**src/rtl/alu_issue_stage.sv**
```systemverilog
// rtl/alu_issue_stage.sv - ID/EX issue stage: ALU op decode, immediate select, forwarding, load-use stall
module alu_issue_stage #(
    parameter int W  = 32,
    parameter int RA = 5
) (
    input  logic          clk,
    input  logic          rst_n,
    input  logic          id_valid,
    input  logic [5:0]    id_opcode,
    input  logic [5:0]    id_funct,
    input  logic [4:0]    id_shamt,
    input  logic [15:0]   id_imm,
    input  logic [RA-1:0] id_rs,
    input  logic [RA-1:0] id_rt,
    input  logic [W-1:0]  id_rs_data,
    input  logic [W-1:0]  id_rt_data,
    input  logic [RA-1:0] id_dst,
    input  logic          exm_we,
    input  logic [RA-1:0] exm_dst,
    input  logic [W-1:0]  exm_data,
    input  logic          mwb_we,
    input  logic [RA-1:0] mwb_dst,
    input  logic [W-1:0]  mwb_data,
    input  logic          ex_hold,
    input  logic          flush,
    output logic          id_stall,
    output logic          ex_valid,
    output logic [W-1:0]  alu_a,
    output logic [W-1:0]  alu_b,
    output logic [3:0]    alu_ctr,
    output logic          ex_ovf_en,
    output logic          ex_is_load,
    output logic [RA-1:0] ex_dst,
    output logic [W-1:0]  ex_store_data,
    output logic          ex_illegal
);

    // ALU op encoding; bit 2 selects subtract in the adder
    localparam logic [3:0] ALU_AND = 4'd0;
    localparam logic [3:0] ALU_OR  = 4'd1;
    localparam logic [3:0] ALU_ADD = 4'd2;
    localparam logic [3:0] ALU_XOR = 4'd3;
    localparam logic [3:0] ALU_NOR = 4'd4;
    localparam logic [3:0] ALU_SRL = 4'd5;
    localparam logic [3:0] ALU_SUB = 4'd6;
    localparam logic [3:0] ALU_SLT = 4'd7;
    localparam logic [3:0] ALU_SLL = 4'd8;

    localparam logic [5:0] OP_RTYPE = 6'h00;
    localparam logic [5:0] OP_BEQ   = 6'h04;
    localparam logic [5:0] OP_ADDI  = 6'h08;
    localparam logic [5:0] OP_ADDIU = 6'h09;
    localparam logic [5:0] OP_SLTI  = 6'h0A;
    localparam logic [5:0] OP_ANDI  = 6'h0C;
    localparam logic [5:0] OP_ORI   = 6'h0D;
    localparam logic [5:0] OP_XORI  = 6'h0E;
    localparam logic [5:0] OP_LUI   = 6'h0F;
    localparam logic [5:0] OP_LW    = 6'h23;
    localparam logic [5:0] OP_SW    = 6'h2B;

    typedef enum logic [1:0] {
        A_RS,
        A_SHAMT,
        A_LUI
    } a_sel_t;

    typedef enum logic [1:0] {
        B_RT,
        B_SEXT,
        B_ZEXT
    } b_sel_t;

    logic [3:0]    dec_ctr;
    a_sel_t        a_sel;
    b_sel_t        b_sel;
    logic          dec_ovf;
    logic          dec_load;
    logic          dec_illegal;
    logic          uses_rt;
    logic [W-1:0]  fwd_rs;
    logic [W-1:0]  fwd_rt;
    logic [W-1:0]  op_a;
    logic [W-1:0]  op_b;

    // EX/MEM beats MEM/WB; r0 is hard-wired and never forwarded
    function automatic logic [W-1:0] forward(
        input logic [RA-1:0] src,
        input logic [W-1:0]  rf_data
    );
        if (exm_we && exm_dst != '0 && exm_dst == src) begin
            return exm_data;
        end else if (mwb_we && mwb_dst != '0 && mwb_dst == src) begin
            return mwb_data;
        end else begin
            return rf_data;
        end
    endfunction

    // Opcode/funct decode into ALU op, operand selects and side flags
    always_comb begin
        dec_ctr     = ALU_AND;
        a_sel       = A_RS;
        b_sel       = B_RT;
        dec_ovf     = 1'b0;
        dec_load    = 1'b0;
        dec_illegal = 1'b0;
        uses_rt     = 1'b0;
        case (id_opcode)
            OP_RTYPE: begin
                uses_rt = 1'b1;
                case (id_funct)
                    6'h20: begin dec_ctr = ALU_ADD; dec_ovf = 1'b1; end
                    6'h21: dec_ctr = ALU_ADD;
                    6'h22: begin dec_ctr = ALU_SUB; dec_ovf = 1'b1; end
                    6'h23: dec_ctr = ALU_SUB;
                    6'h24: dec_ctr = ALU_AND;
                    6'h25: dec_ctr = ALU_OR;
                    6'h26: dec_ctr = ALU_XOR;
                    6'h27: dec_ctr = ALU_NOR;
                    6'h2A: dec_ctr = ALU_SLT;
                    6'h00: begin dec_ctr = ALU_SLL; a_sel = A_SHAMT; end
                    6'h02: begin dec_ctr = ALU_SRL; a_sel = A_SHAMT; end
                    default: dec_illegal = 1'b1;
                endcase
            end
            OP_ADDI:  begin dec_ctr = ALU_ADD; b_sel = B_SEXT; dec_ovf = 1'b1; end
            OP_ADDIU: begin dec_ctr = ALU_ADD; b_sel = B_SEXT; end
            OP_SLTI:  begin dec_ctr = ALU_SLT; b_sel = B_SEXT; end
            OP_ANDI:  begin dec_ctr = ALU_AND; b_sel = B_ZEXT; end
            OP_ORI:   begin dec_ctr = ALU_OR;  b_sel = B_ZEXT; end
            OP_XORI:  begin dec_ctr = ALU_XOR; b_sel = B_ZEXT; end
            OP_LUI:   begin dec_ctr = ALU_SLL; a_sel = A_LUI; b_sel = B_ZEXT; end
            OP_LW:    begin dec_ctr = ALU_ADD; b_sel = B_SEXT; dec_load = 1'b1; end
            OP_SW:    begin dec_ctr = ALU_ADD; b_sel = B_SEXT; uses_rt = 1'b1; end
            OP_BEQ:   begin dec_ctr = ALU_SUB; uses_rt = 1'b1; end
            default:  dec_illegal = 1'b1;
        endcase
    end

    // Forwarding resolves before the immediate mux so sw data and beq compare see fresh values
    always_comb begin
        fwd_rs = forward(id_rs, id_rs_data);
        fwd_rt = forward(id_rt, id_rt_data);
        case (a_sel)
            A_SHAMT: op_a = {{(W-5){1'b0}}, id_shamt};
            A_LUI:   op_a = W'(16);
            default: op_a = fwd_rs;
        endcase
        case (b_sel)
            B_SEXT:  op_b = {{(W-16){id_imm[15]}}, id_imm};
            B_ZEXT:  op_b = {{(W-16){1'b0}}, id_imm};
            default: op_b = fwd_rt;
        endcase
    end

    // A load in EX cannot forward its data yet; hold IF/ID for one cycle on a dependency
    assign id_stall = id_valid & ex_valid & ex_is_load & (ex_dst != '0) &
                      ((ex_dst == id_rs) | (uses_rt & (ex_dst == id_rt)));

    // ID/EX register: flush > hold > stall bubble > capture
    always_ff @(posedge clk or negedge rst_n) begin
        if (!rst_n) begin
            ex_valid      <= 1'b0;
            alu_a         <= '0;
            alu_b         <= '0;
            alu_ctr       <= '0;
            ex_ovf_en     <= 1'b0;
            ex_is_load    <= 1'b0;
            ex_dst        <= '0;
            ex_store_data <= '0;
            ex_illegal    <= 1'b0;
        end else if (flush) begin
            ex_valid   <= 1'b0;
            ex_ovf_en  <= 1'b0;
            ex_is_load <= 1'b0;
            ex_dst     <= '0;
            ex_illegal <= 1'b0;
        end else if (!ex_hold) begin
            if (id_stall) begin
                ex_valid   <= 1'b0;
                ex_ovf_en  <= 1'b0;
                ex_is_load <= 1'b0;
                ex_dst     <= '0;
                ex_illegal <= 1'b0;
            end else begin
                ex_valid      <= id_valid;
                alu_a         <= op_a;
                alu_b         <= op_b;
                alu_ctr       <= dec_ctr;
                ex_store_data <= fwd_rt;
                ex_ovf_en     <= id_valid & dec_ovf;
                ex_is_load    <= id_valid & dec_load;
                ex_illegal    <= id_valid & dec_illegal;
                ex_dst        <= (id_valid && !dec_illegal) ? id_dst : '0;
            end
        end
    end

endmodule

```
**config.mk**
```make
export PLATFORM = sky130hd
export DESIGN_NAME = alu_issue_stage
export DESIGN_NICKNAME = d
export VERILOG_FILES = /design/src/rtl/alu_issue_stage.sv
export SDC_FILE = /design/constraint.sdc
export NUM_CORES = 1
export LEC_CHECK = 0
export ABC_AREA = 1
export ABC_CLOCK_PERIOD_IN_PS = 2300
export BUFFER_PORTS_ARGS = -buffer_cell sky130_fd_sc_hd__buf_2
export CAP_MARGIN = 25
export CORE_ASPECT_RATIO = 1.75
export CORE_MARGIN = 4
export CORE_UTILIZATION = 50
export DETAILED_ROUTE_END_ITERATION = 6
export PLACE_DENSITY_LB_ADDON = 0.15
export SYNTH_ARGS = -nofsm -noshare
export SYNTH_HDL_FRONTEND = slang
export SYNTH_SLANG_ARGS = --single-unit
```
**constraint.sdc**
```tcl
create_clock -name clk -period 2.3 [get_ports clk]
set_input_delay 0.345 -clock clk [delete_from_list [all_inputs] [get_ports clk]]
set_output_delay 0.345 -clock clk [all_outputs]
set_load 0.03 [all_outputs]
```
==> results by group, run 1 <==
Clock network
  – # H-tree levels: 3
  – TritonCTS buffer count: 9
  – CTS tree: built
  – Clk buf depth: 2
  – Worst-path clk slew: around 0.090 ns
  – # Post-CTS Setup Buffers: 0
  – Clock latency on the worst-skew pair: 0.36 ns
  – Clk root buf: clkbuf_16
  – Clock sinks: 109

Yosys
  – Main synth FF type: dfrtp_1
  – Share of Yosys cell area claimed by the top area cell type: ~37%
  – EDFF count, synth: 0
  – Yosys warning total: 0
  – Synth top area cells: dfrtp_1 (37%), nand2_1 (23%), nand3_1 (15%), inv_1 (6.1%), nor2_1 (2.5%)
  – Syn Area/Cell: 6.41 um2
  – Synthesized flop and latch total: 109
  – Register area share after synthesis: 37.0%
  – Cell variety after synth: 31
  – Post-Syn Area: approximately 0.0074 mm2
  – Asr flop ratio synth: between 90% and 100%
  – Largest area contributor in the netlist: dfrtp_1
  – Syn Nets: 1346
  – Cells after Synth: 1149

Drt
  – TritonRoute pass-1 iters: 5
  – WL final: approximately 29 mm
  – Vias per inst: 5.34
  – Final ANT Viol Nets: 0
  – DRC violations left: 0
  – Per-cell routed wire length: 17.7 um
  – Via count: 8624
  – Drt initial violations: 625

Worst setup path
  – Crit path arrival time: 1.81 ns
  – Maximum fanout along the worst path: 6
  – Worst Reg-to-Reg Cells: 10
  – Reg-to-reg slack, setup: 0.36 ns
  – Critical path launch point type: flip-flop
  – CP endpoint: id_stall
  – Worst r2r dst: alu_b[7]
  – Setup crit end kind: output port
  – CP startpoint: ex_dst[1]
  – CP required: between 1.5 and 2 ns
  – Worst reg2reg path startpoint: ex_dst[1]
  – Setup CP Type: flip-flop to output port

Placed design
  – IO buf count: 302
  – Hpwl dp: 22.1 mm
  – RePlAce Congestion: 0.924

STA
  – Setup TNS: 0 ns
  – Fin crit share: about 94%
  – Final setup fails: 0
  – Hold WS: -0.0105 ns
  – Worst Max-Slew Pin Slew: 0.628 ns
  – Slew Limit Fails: 0
  – Final Hold Viols: 6
  – Relative slew slack: 58.0%
  – Final clock skew: 0.0143 ns
  – Unrepaired setup endpoints after global routing: false
  – FMAX: 0.464 GHz
  – Fin crit period: between 2 and 2.5 ns

Global routing
  – Global-route wire length before repair: 44.7 mm
  – Largest net degree at the start of global routing: 60
  – Vias in the first global route: 8578
  – Initial antenna violation count: 5
  – Grt ovf: 0
  – GRT Total Usage: around a third

Cells and area
  – Layout cell share with drive strength beyond 1: 27.6%
  – Area added between synthesis and finish: 28.5%
  – Nets: 1624

Run status
  – Violated checks: negative hold slack
  – Status: finished, violations left

Job
  – Max-cap viol count: 0

Die
  – Chip height: 169 um
  – Die Span X: 99.7 um
  – Core Area: 0.0144 mm2
  – Starting density of the core: 51.0%
  – I/O pin count: 303
  – FP Rows: 58
  – Die area: 0.0168 mm2

Min path
  – Worst min path class: input port to asynchronous set/reset pin

Pwr
  – Leakage power: 5.78 nW
  – Worst IR Drop VDD: just under 0.4 mV
  – Cell Pwr Density: 618 mW/mm2
## repair_timing
action / CTS / global route
hold buffers: 0 / 0
setup endpoints to repair: 0 / 1
resized for setup: 0 / 3
## synth_stat cells (9+ instances only)
master	instances
nor2_1	50
xnor2_1	13
xor2_1	9
o21ai_1	17
nand3_1	224
clkbuf_1	34
dfrtp_1	109
o21ai_0	19
nand2_1	446
buf_2	15
buf_4	9
a21oi_1	21
or2_2	30
inv_1	120
## layout by cell type (no fill, tap or decap), types with 2 or more instances in the layout
master / count
nand2_1: 446
buf_2: 300
nand3_1: 224
inv_1: 120
dfrtp_1: 108
nor2_1: 47
or2_2: 30
o21ai_0: 19
a21oi_1: 19
buf_4: 19
o21ai_1: 17
xnor2_1: 13
buf_12: 10
xor2_1: 9
clkbuf_16: 9
nor2_2: 6
diode_2: 4
ha_1: 4
nand3_2: 3
a21oi_2: 2
nand4_1: 2
nand2_2: 2
nor3_1: 2
nand3b_1: 2
clkinv_1: 2
inv_8: 2
## logic make-up after synthesis
| group | share of synthesized area [%] |
|---|---|
| flops | 37.0 |
| compound gates | 4.13 |
| fa+ha+maj | 0.680 |
| simple gates | 44.9 |
| xor+xnor | 2.62 |
| buf+inv | 10.6 |
## final cells by class
type,instances,area [um2]
antenna,4,10.0
fill,1430,4980
sequential,109,2730
inverter,123,462
timing repair buffer,330,1850
multi-input combinational,854,3880
clock inverter,7,76.3
clock buffer,9,225
tap,180,225
## where the power goes
group | total, mW | internal [mW] | switching (mW)
combinational | 1.91 | 0.585 | 1.32
sequential | 2.32 | 2.16 | 0.159
clock | 1.62 | 0.779 | 0.837
total | 5.85 | 3.53 | 2.32
## routing by layer
| layer | track usage, % | vias up | share of wire (%) |
|---|---|---|---|
| met4 | 21.8 | 2 | 7.0 |
| met1 | 37.5 | 3916 | 34 |
| met2 | 60.7 | 461 | 51 |
| li1 | - | 4146 | - |
| met5 | 0 | - | 0.063 |
| met3 | 4.74 | 99 | 7.6 |
## stage by stage
stage	power, mW	setup slack (ns)	util, %	instance area (um2)	std cells
4_1_cts	5.87	0.0861	65.4	9450	1612
5_1_grt	6.13	0.00694	65.5	9460	1616
3_3_place_gp	4.24	0.186	63.3	9140	1596
2_1_floorplan	3.46	0.261	-	7360	1149
3_5_place_dp	4.27	0.0594	63.3	9140	1596
6_report	5.85	0.146	65.5	9460	1616
## worst min-delay path by stage
stage / start / to / slack, ns
4_1_cts: rst_n / alu_a[5] / 0.01
2_1_floorplan: rst_n / alu_a[0] / 0.05
5_1_grt: rst_n / alu_a[5] / 0.03
3_5_place_dp: rst_n / alu_a[5] / 0.40
3_3_place_gp: rst_n / alu_a[5] / 0.39
6_report: rst_n / alu_a[5] / -0.01
## worst max-delay path, cell delays in order, from the launching register on
cell	delay (ns)
dfrtp_2	0.46
or2_0	0.23
a21oi_2	0.14
nand4_1	0.12
nand2_2	0.14
nand2_2	0.11
inv_1	0.08
clkbuf_4	0.19
## state kept, by name (all words and copies together), names as in the netlist
signal,count
ex_valid,1
ex_dst,5
alu_b,32
alu_ctr,4
ex_store_data,32
ex_ovf_en,1
alu_a,32
ex_illegal,1
ex_is_load,1
Note: power is estimated with default switching activity, not from simulation.
==> run 2: changes to the inputs <==
Settings changed: ABC_CLOCK_PERIOD_IN_PS 2300 to 1900, CORE_MARGIN 4 to default, CORE_UTILIZATION 50 to 45.
Clock period 2.3 ns to 1.9 ns, I/O delays scaled along.
==> run 2 against run 1 <==
  * The run ends with negative setup slack left
  * Clock power is 21% higher
  * Die area is 0.54% higher
  * Sequential share of layout area is 2.3 points lower
  * Combinational power is 30% higher
  * First-iteration DRC count is 9.9% lower
  * Wire length is 6.6% higher
  * Setup slack worse by 0.16 ns
  * Hold slack better by 0.18 ns
  * Critical path depth stayed put
  * Register-to-register slack worse by 0.37 ns
  * Flip-flop and latch count stayed put
  * Design area is 8.6% higher
  * Critical endpoint unchanged
  * Highest routed layer is now met4
==> results by group, run 2 (synthesis gave the netlist of run 1 again) <==
Run status
  – Status: finished, violations left
  – Violated checks: negative setup slack

Drt
  – Per-cell routed wire length: 18.2 um (+2.8%)
  – Via count: 8908 (+3.3%)
  – WL final: 30.5 mm (+6.6%)
  – TritonRoute pass-1 iters: 5 (unchanged)
  – DRC violations left: 0 (unchanged)
  – Final ANT Viol Nets: 0 (unchanged)
  – Drt initial violations: 563 (-9.9%)
  – Vias per inst: 5.32 (-0.40%)

Global routing
  – Grt ovf: 0 (unchanged)
  – Initial antenna violation count: 3 (-2)
  – Global-route wire length before repair: 44.0 mm (-1.6%)
  – Largest net degree at the start of global routing: 56 (-6.7%)
  – Vias in the first global route: 8506 (-0.84%)
  – GRT Total Usage: 34.7% (+0.43 points)

STA
  – Final Hold Viols: 0 (-6)
  – Slew Limit Fails: 0 (unchanged)
  – Fin crit period: 1.91 ns
  – FMAX: around 0.52 GHz
  – Final clock skew: 0.0140 ns (-0.000352 ns)
  – Fin worst setup slack: -0.0117 ns (-0.157 ns)
  – Final setup fails: 8 (+8)
  – Relative slew slack: 62.1% (+4.2 points)
  – Worst Max-Slew Pin Slew: 0.566 ns (-0.0621 ns)
  – Unrepaired setup endpoints after global routing: true
  – Hold WS: 0.167 ns (+0.177 ns)
  – Fin crit share: 101%

Placed design
  – IO buf count: 302 (unchanged)
  – Hpwl dp: 22.7 mm (+2.8%)
  – RePlAce Congestion: 0.962 (+4.2%)
  – DP Area: 0.00950 mm2 (+3.9%)

Worst setup path
  – Worst Reg-to-Reg Cells: 10 (unchanged)
  – Slowest CP cell: dfrtp_1
  – Delay of the slowest cell on the worst path: 0.44 ns (-0.02 ns)
  – Critical path launch point type: flip-flop
  – Setup crit end kind: output port
  – Maximum fanout along the worst path: 5 (-1)
  – Crit path arrival time: 1.63 ns (-0.18 ns)
  – Worst path cell trace: or2_0 > a21oi_1 > nand4_1 > nand2_2 > nand2_4 > inv_2 > buf_6
  – Setup CP Type: flip-flop to output port
  – Reg-to-reg slack, setup: -0.01 ns (-0.37 ns)
  – Worst r2r dst: alu_a[18]
  – Worst reg2reg path startpoint: ex_dst[1]
  – CP required: 1.62 ns (-0.34 ns)

Pwr
  – Cell Pwr Density: 707 mW/mm2 (+14%)
  – Psw: 2.85 mW (+23%)
  – Cell Int Power: 4.42 mW (+25%)
  – Logic pwr share: 34.3% (+1.7 points)
  – Clock network power share: 27.0% (-0.6 points)
  – Worst IR Drop VDD: 0.498 mV (+27%)
  – Reg power frac: 38.7% (-1.0 points)
  – Switching share of total power: 39.2% (-0.51 points)
  – Leakage power: 6.19 nW (+7.1%)

Job
  – Max-cap viol count: 0 (unchanged)

Cells and area
  – Fill count: 1557 (+8.9%)
  – Layout cell share with drive strength beyond 1: 31.4% (+3.8 points)
  – Multi-input gate area: 0.00397 mm2 (+2.2%)
  – Area added between synthesis and finish: 39.5%
  – Largest regs: alu_a: 32 flops, alu_b: 32 flops, ex_store_data: 32 flops
  – Most frequent cells in the layout: nand2_1 (439), buf_2 (300), nand3_1 (221)
  – Final Cell Area: 0.0103 mm2 (+8.6%)
  – Reg area: 0.00273 mm2 (about the same)
  – Nets: 1677 (+3.3%)
  – Commonest non-fill, non-tap cell in the layout: nand2_1

Clock network
  – CTS tree: built
  – TritonCTS buffer count: 9 (unchanged)
  – Clk root buf: clkbuf_16
  – Clock latency on the worst-skew pair: 0.35 ns (about the same)
  – Clock sinks: 109 (unchanged)
  – Worst-path clk slew: 0.07 ns (-0.02 ns)
  – # H-tree levels: 3 (unchanged)
  – Clk buf depth: 2 (unchanged)

Min path
  – Worst min path class: input port to flip-flop
  – WHS Endpoint: ex_dst[3]
  – Hold path depth: 3
  – Min-delay src: id_dst[3]

Die
  – Chip height: 171 um (+1.6%)
  – Die area: 0.0169 mm2 (+0.54%)
  – I/O pin count: 303 (unchanged)
  – Core Area: 0.0160 mm2 (+10%)
  – FP Rows: 61 (+5.2%)
  – Starting density of the core: 46.2% (-4.8 points)
  – Die Span X: 98.7 um (-1.0%)
-- run 2: power groups by stage --
stage	Clock (mW)	Sequential, mW	Combinational, mW
3_3_place_gp	0	2.85	2.35
6_report	1.96	2.81	2.49
4_1_cts	1.99	2.81	2.39
5_1_grt	2.05	2.84	2.69
2_1_floorplan	0	3.43	0.761
3_5_place_dp	0	2.85	2.37
-- run 2: repair_timing --
action,4_1_cts,5_1_grt
hold buffers,1,0
setup endpoints to repair,1,107
gates resized for setup,10,27
endpoints found under the hold margin,31,0
gates cloned,0,13
pin swaps,3,10
setup buffers,4,5
-- run 2: layout make-up --
| cell class | instances | area share (%) |
|---|---|---|
| Sequential cell | 109 | 26.6 |
| Clock buffer | 10 | 2.33 |
| Multi-Input combinational cell | 855 | 38.6 |
| Timing Repair Buffer | 382 | 25.0 |
| Inverter | 123 | 4.49 |
| Antenna cell | 2 | 0.0487 |
| Tap cell | 189 | 2.30 |
| Clock inverter | 6 | 0.609 |
-- run 2: worst max path at each step --
stage,start,to,slack (ns),cells after the start
after CTS,ex_dst[1],id_stall,-0.06,7
after global routing,ex_dst[4],id_stall,-0.06,9
after detailed placement,id_opcode[4],alu_a[16],-0.22,10
final,ex_dst[1],id_stall,-0.01,7
after floorplan,id_opcode[4],alu_b[10],0.02,14
after global placement,id_opcode[5],alu_b[4],-0.16,14
-- run 2: stage by stage --
step / power (mW) / instances / util [%] / setup WS, ns / setup TNS, ns
floorplan: 4.19 / 1149 / - / 0.0155 / 0
global placement: 5.20 / 1636 / 59.6 / -0.156 / -7.11
detailed placement: 5.22 / 1636 / 59.6 / -0.224 / -9.14
CTS: 7.18 / 1657 / 61.9 / -0.0572 / -0.0572
global route: 7.58 / 1676 / 64.4 / -0.0632 / -1.98
finish: 7.27 / 1676 / 64.4 / -0.0117 / -0.0362
-- run 2: worst max-delay path, delay by kind of cell, from the launching register on --
kind,cells,cell delay [ns]
DFF,1,0.44
buffers and inverters,2,0.18
AOI/OAI and AO/OA,1,0.15
and+or+nand+nor,4,0.52
-- run 2: routing by layer --
layer	part of all wire, %	GRT usage [%]	wire [um]
met5	0	0	0
met3	6.3	4.10	1920
met2	50	62.4	15200
met1	34	35.7	10500
met4	9.4	29.3	2880
==> run 3: changes to the inputs <==
Settings changed: HOLD_SLACK_MARGIN from default to 0.15, SKIP_LAST_GASP from default to 1.
==> run 3 against run 2 <==
  * The flow still finishes with violations (negative setup slack)
  * Sequential power barely moved
  * Register-to-register slack improved by 0.04 ns
  * Die area did not move
  * Final cell count fell by 0.30%
  * Flip-flop and latch count did not move
  * Count of clock-buffer cells in the layout did not move
  * Critical path type unchanged
  * Critical endpoint unchanged
==> results by group, run 3 (synthesis gave the netlist of run 1 again) <==
Run status
  – Status: finished, violations left
  – Violated checks: negative setup slack

Die
  – Core Area: 0.0160 mm2 (unchanged)
  – Die area: 0.0169 mm2 (unchanged)
  – Starting density of the core: 46.2% (unchanged)
  – I/O pin count: 303 (unchanged)
  – Die Span X: 98.7 um (unchanged)
  – Chip height: 171 um (unchanged)
  – FP Rows: 61 (unchanged)

Pwr
  – Reg power frac: 39.0% (+0.3 points)
  – Cell Pwr Density: 711 mW/mm2 (+0.60%)
  – Leakage power: 6.14 nW (-0.93%)
  – Psw: 2.82 mW (-1.1%)
  – Clock network power share: 27.1% (about the same)
  – Power, Total: 7.21 mW (-0.79%)
  – Worst IR Drop VDD: 0.498 mV (about the same)
  – Cell Int Power: 4.39 mW (-0.59%)
  – Switching share of total power: 39.1% (-0.12 points)
  – Logic pwr share: 33.9% (-0.4 points)

Clock network
  – CTS tree: built
  – Clock latency on the worst-skew pair: 0.35 ns (about the same)
  – Clk buf depth: 2 (unchanged)
  – Clk root buf: clkbuf_16
  – # H-tree levels: 3 (unchanged)
  – Worst-path clk slew: 0.07 ns (about the same)
  – Clock sinks: 109 (unchanged)
  – TritonCTS buffer count: 9 (unchanged)

Cells and area
  – Layout cell share with drive strength beyond 1: 30.7% (-0.64 points)
  – Commonest non-fill, non-tap cell in the layout: nand2_1
  – Most frequent cells in the layout: nand2_1 (444), buf_2 (300), nand3_1 (222)
  – Area added between synthesis and finish: 37.6%
  – Largest regs: alu_a: 32 flops, alu_b: 32 flops, ex_store_data: 32 flops
  – Final Util: 63.5% (-0.89 points)
  – Nets: 1672 (-0.30%)

STA
  – Fin crit share: 100% (-0.13 points)
  – Setup TNS: -0.00927 ns (+0.0269 ns)
  – FMAX: 0.524 GHz (+0.13%)
  – Final setup fails: 1 (-7)
  – Slew Limit Fails: 0 (unchanged)
  – Relative slew slack: 61.6% (-0.51 points)
  – Final clock skew: 0.0138 ns (-0.000165 ns)
  – Unrepaired setup endpoints after global routing: true
  – Worst Max-Slew Pin Slew: 0.573 ns (+0.00763 ns)
  – Fin worst setup slack: -0.00927 ns (+0.00242 ns)
  – Final Hold Viols: 0 (unchanged)
  – Fin crit period: 1.91 ns (-0.00242 ns)
  – Hold WS: 0.170 ns (+0.00266 ns)

Worst setup path
  – Crit path arrival time: 1.62 ns (about the same)
  – Setup CP Type: flip-flop to output port
  – Critical path launch point type: flip-flop
  – Maximum fanout along the worst path: 5 (unchanged)
  – Setup crit end kind: output port
  – CP required: 1.62 ns (about the same)
  – Worst Reg-to-Reg Cells: 10 (unchanged)

Global routing
  – Initial antenna violation count: 3 (unchanged)
  – Global-route wire length before repair: 44.0 mm (about the same)
  – GRT Total Usage: 34.6% (about the same)
  – Vias in the first global route: 8503 (-0.035%)
  – Largest net degree at the start of global routing: 56 (unchanged)
  – Grt ovf: 0 (unchanged)

Drt
  – Vias per inst: 5.29 (-0.52%)
  – Per-cell routed wire length: 17.9 um (-1.5%)
  – DRC violations left: 0 (unchanged)
  – Final ANT Viol Nets: 0 (unchanged)
  – TritonRoute pass-1 iters: 5 (unchanged)
  – WL final: 30.0 mm (-1.8%)
  – Drt initial violations: 493 (-12%)
  – Via count: 8835 (-0.82%)

Placed design
  – RePlAce Congestion: 0.962 (unchanged)
  – IO buf count: 302 (unchanged)
  – Hpwl dp: 22.7 mm (unchanged)

Min path
  – Worst min path class: input port to flip-flop
  – Hold path depth: 3 (unchanged)

Job
  – Max-cap viol count: 0 (unchanged)
==> run 3: cell types whose count changed in the layout (fill, tap and decap cells not counted), sizes merged <==
cell,before,now
buf,373,371
clkbuf,18,16
nand2,450,449
==> run 3: final cells by class <==
cell class	count	area, um2
clock inverters	6	62.6
inverters	123	462
multi-input cells	854	3940
repair buffers	378	2460
diodes	2	5.00
fillers	1563	5820
clock buffers	10	239
well taps	189	236
flip-flops and latches	109	2730
==> run 3: per-stage QoR <==
| stage | instances | setup slack, ns | area (um2) |
|---|---|---|---|
| detailed placement | 1636 | -0.224 | 9500 |
| global route | 1671 | -0.0785 | 10100 |
| global placement | 1636 | -0.156 | 9500 |
| finish | 1671 | -0.00927 | 10100 |
| floorplan | 1149 | 0.0155 | 7380 |
| CTS | 1657 | -0.0572 | 9860 |
==> run 3: repair_timing <==
| action | CTS | global route |
|---|---|---|
| gates cloned | 0 | 9 |
| hold buffers | 1 | 0 |
| endpoints found under the hold margin | 31 | 0 |
| setup endpoints to repair | 1 | 108 |
| pin swaps | 3 | 6 |
| buffers inserted | 4 | 3 |
| gates resized for setup | 6 | 17 |
==> run 3: worst max-delay path, cell delays in order, from the launching register on <==
cell	delay (ns)
dfrtp_1	0.44
or2_0	0.22
a21oi_1	0.15
nand4_1	0.13
nand2_2	0.13
nand2_4	0.05
inv_2	0.06
buf_6	0.12
==> run 3: final timing paths <==
| check | endpoint | startpoint | slack [ns] |
|---|---|---|---|
| max | id_stall | ex_dst[1] | -0.009 |
| min | ex_dst[3] | id_dst[3] | 0.17 |
| max reg2reg | alu_a[19] | ex_dst[1] | 0.03 |
| min reg2reg | ex_store_data[13] | ex_store_data[13] | 0.48 |
| max in group asynchronous | alu_a[28] | rst_n | 0.90 |
| min in group asynchronous | ex_store_data[6] | rst_n | 0.44 |
==> run 3: power by group through the flow <==
stage	combinational (mW)	clock, mW	sequential (mW)
floorplan	0.761	0	3.43
global placement	2.35	0	2.85
detailed placement	2.37	0	2.85
CTS	2.38	1.99	2.81
global route	2.65	2.05	2.84
finish	2.45	1.95	2.81
==> run 3: metal layers <==
metal  track usage [%]  share of wire [%]  vias up
met3              3.98                6.0      106
met2              62.5                 51      452
li1                  -                  -     4246
met4              29.5                8.5        0
met1              35.6                 35     4031
met5                 0                  0        -
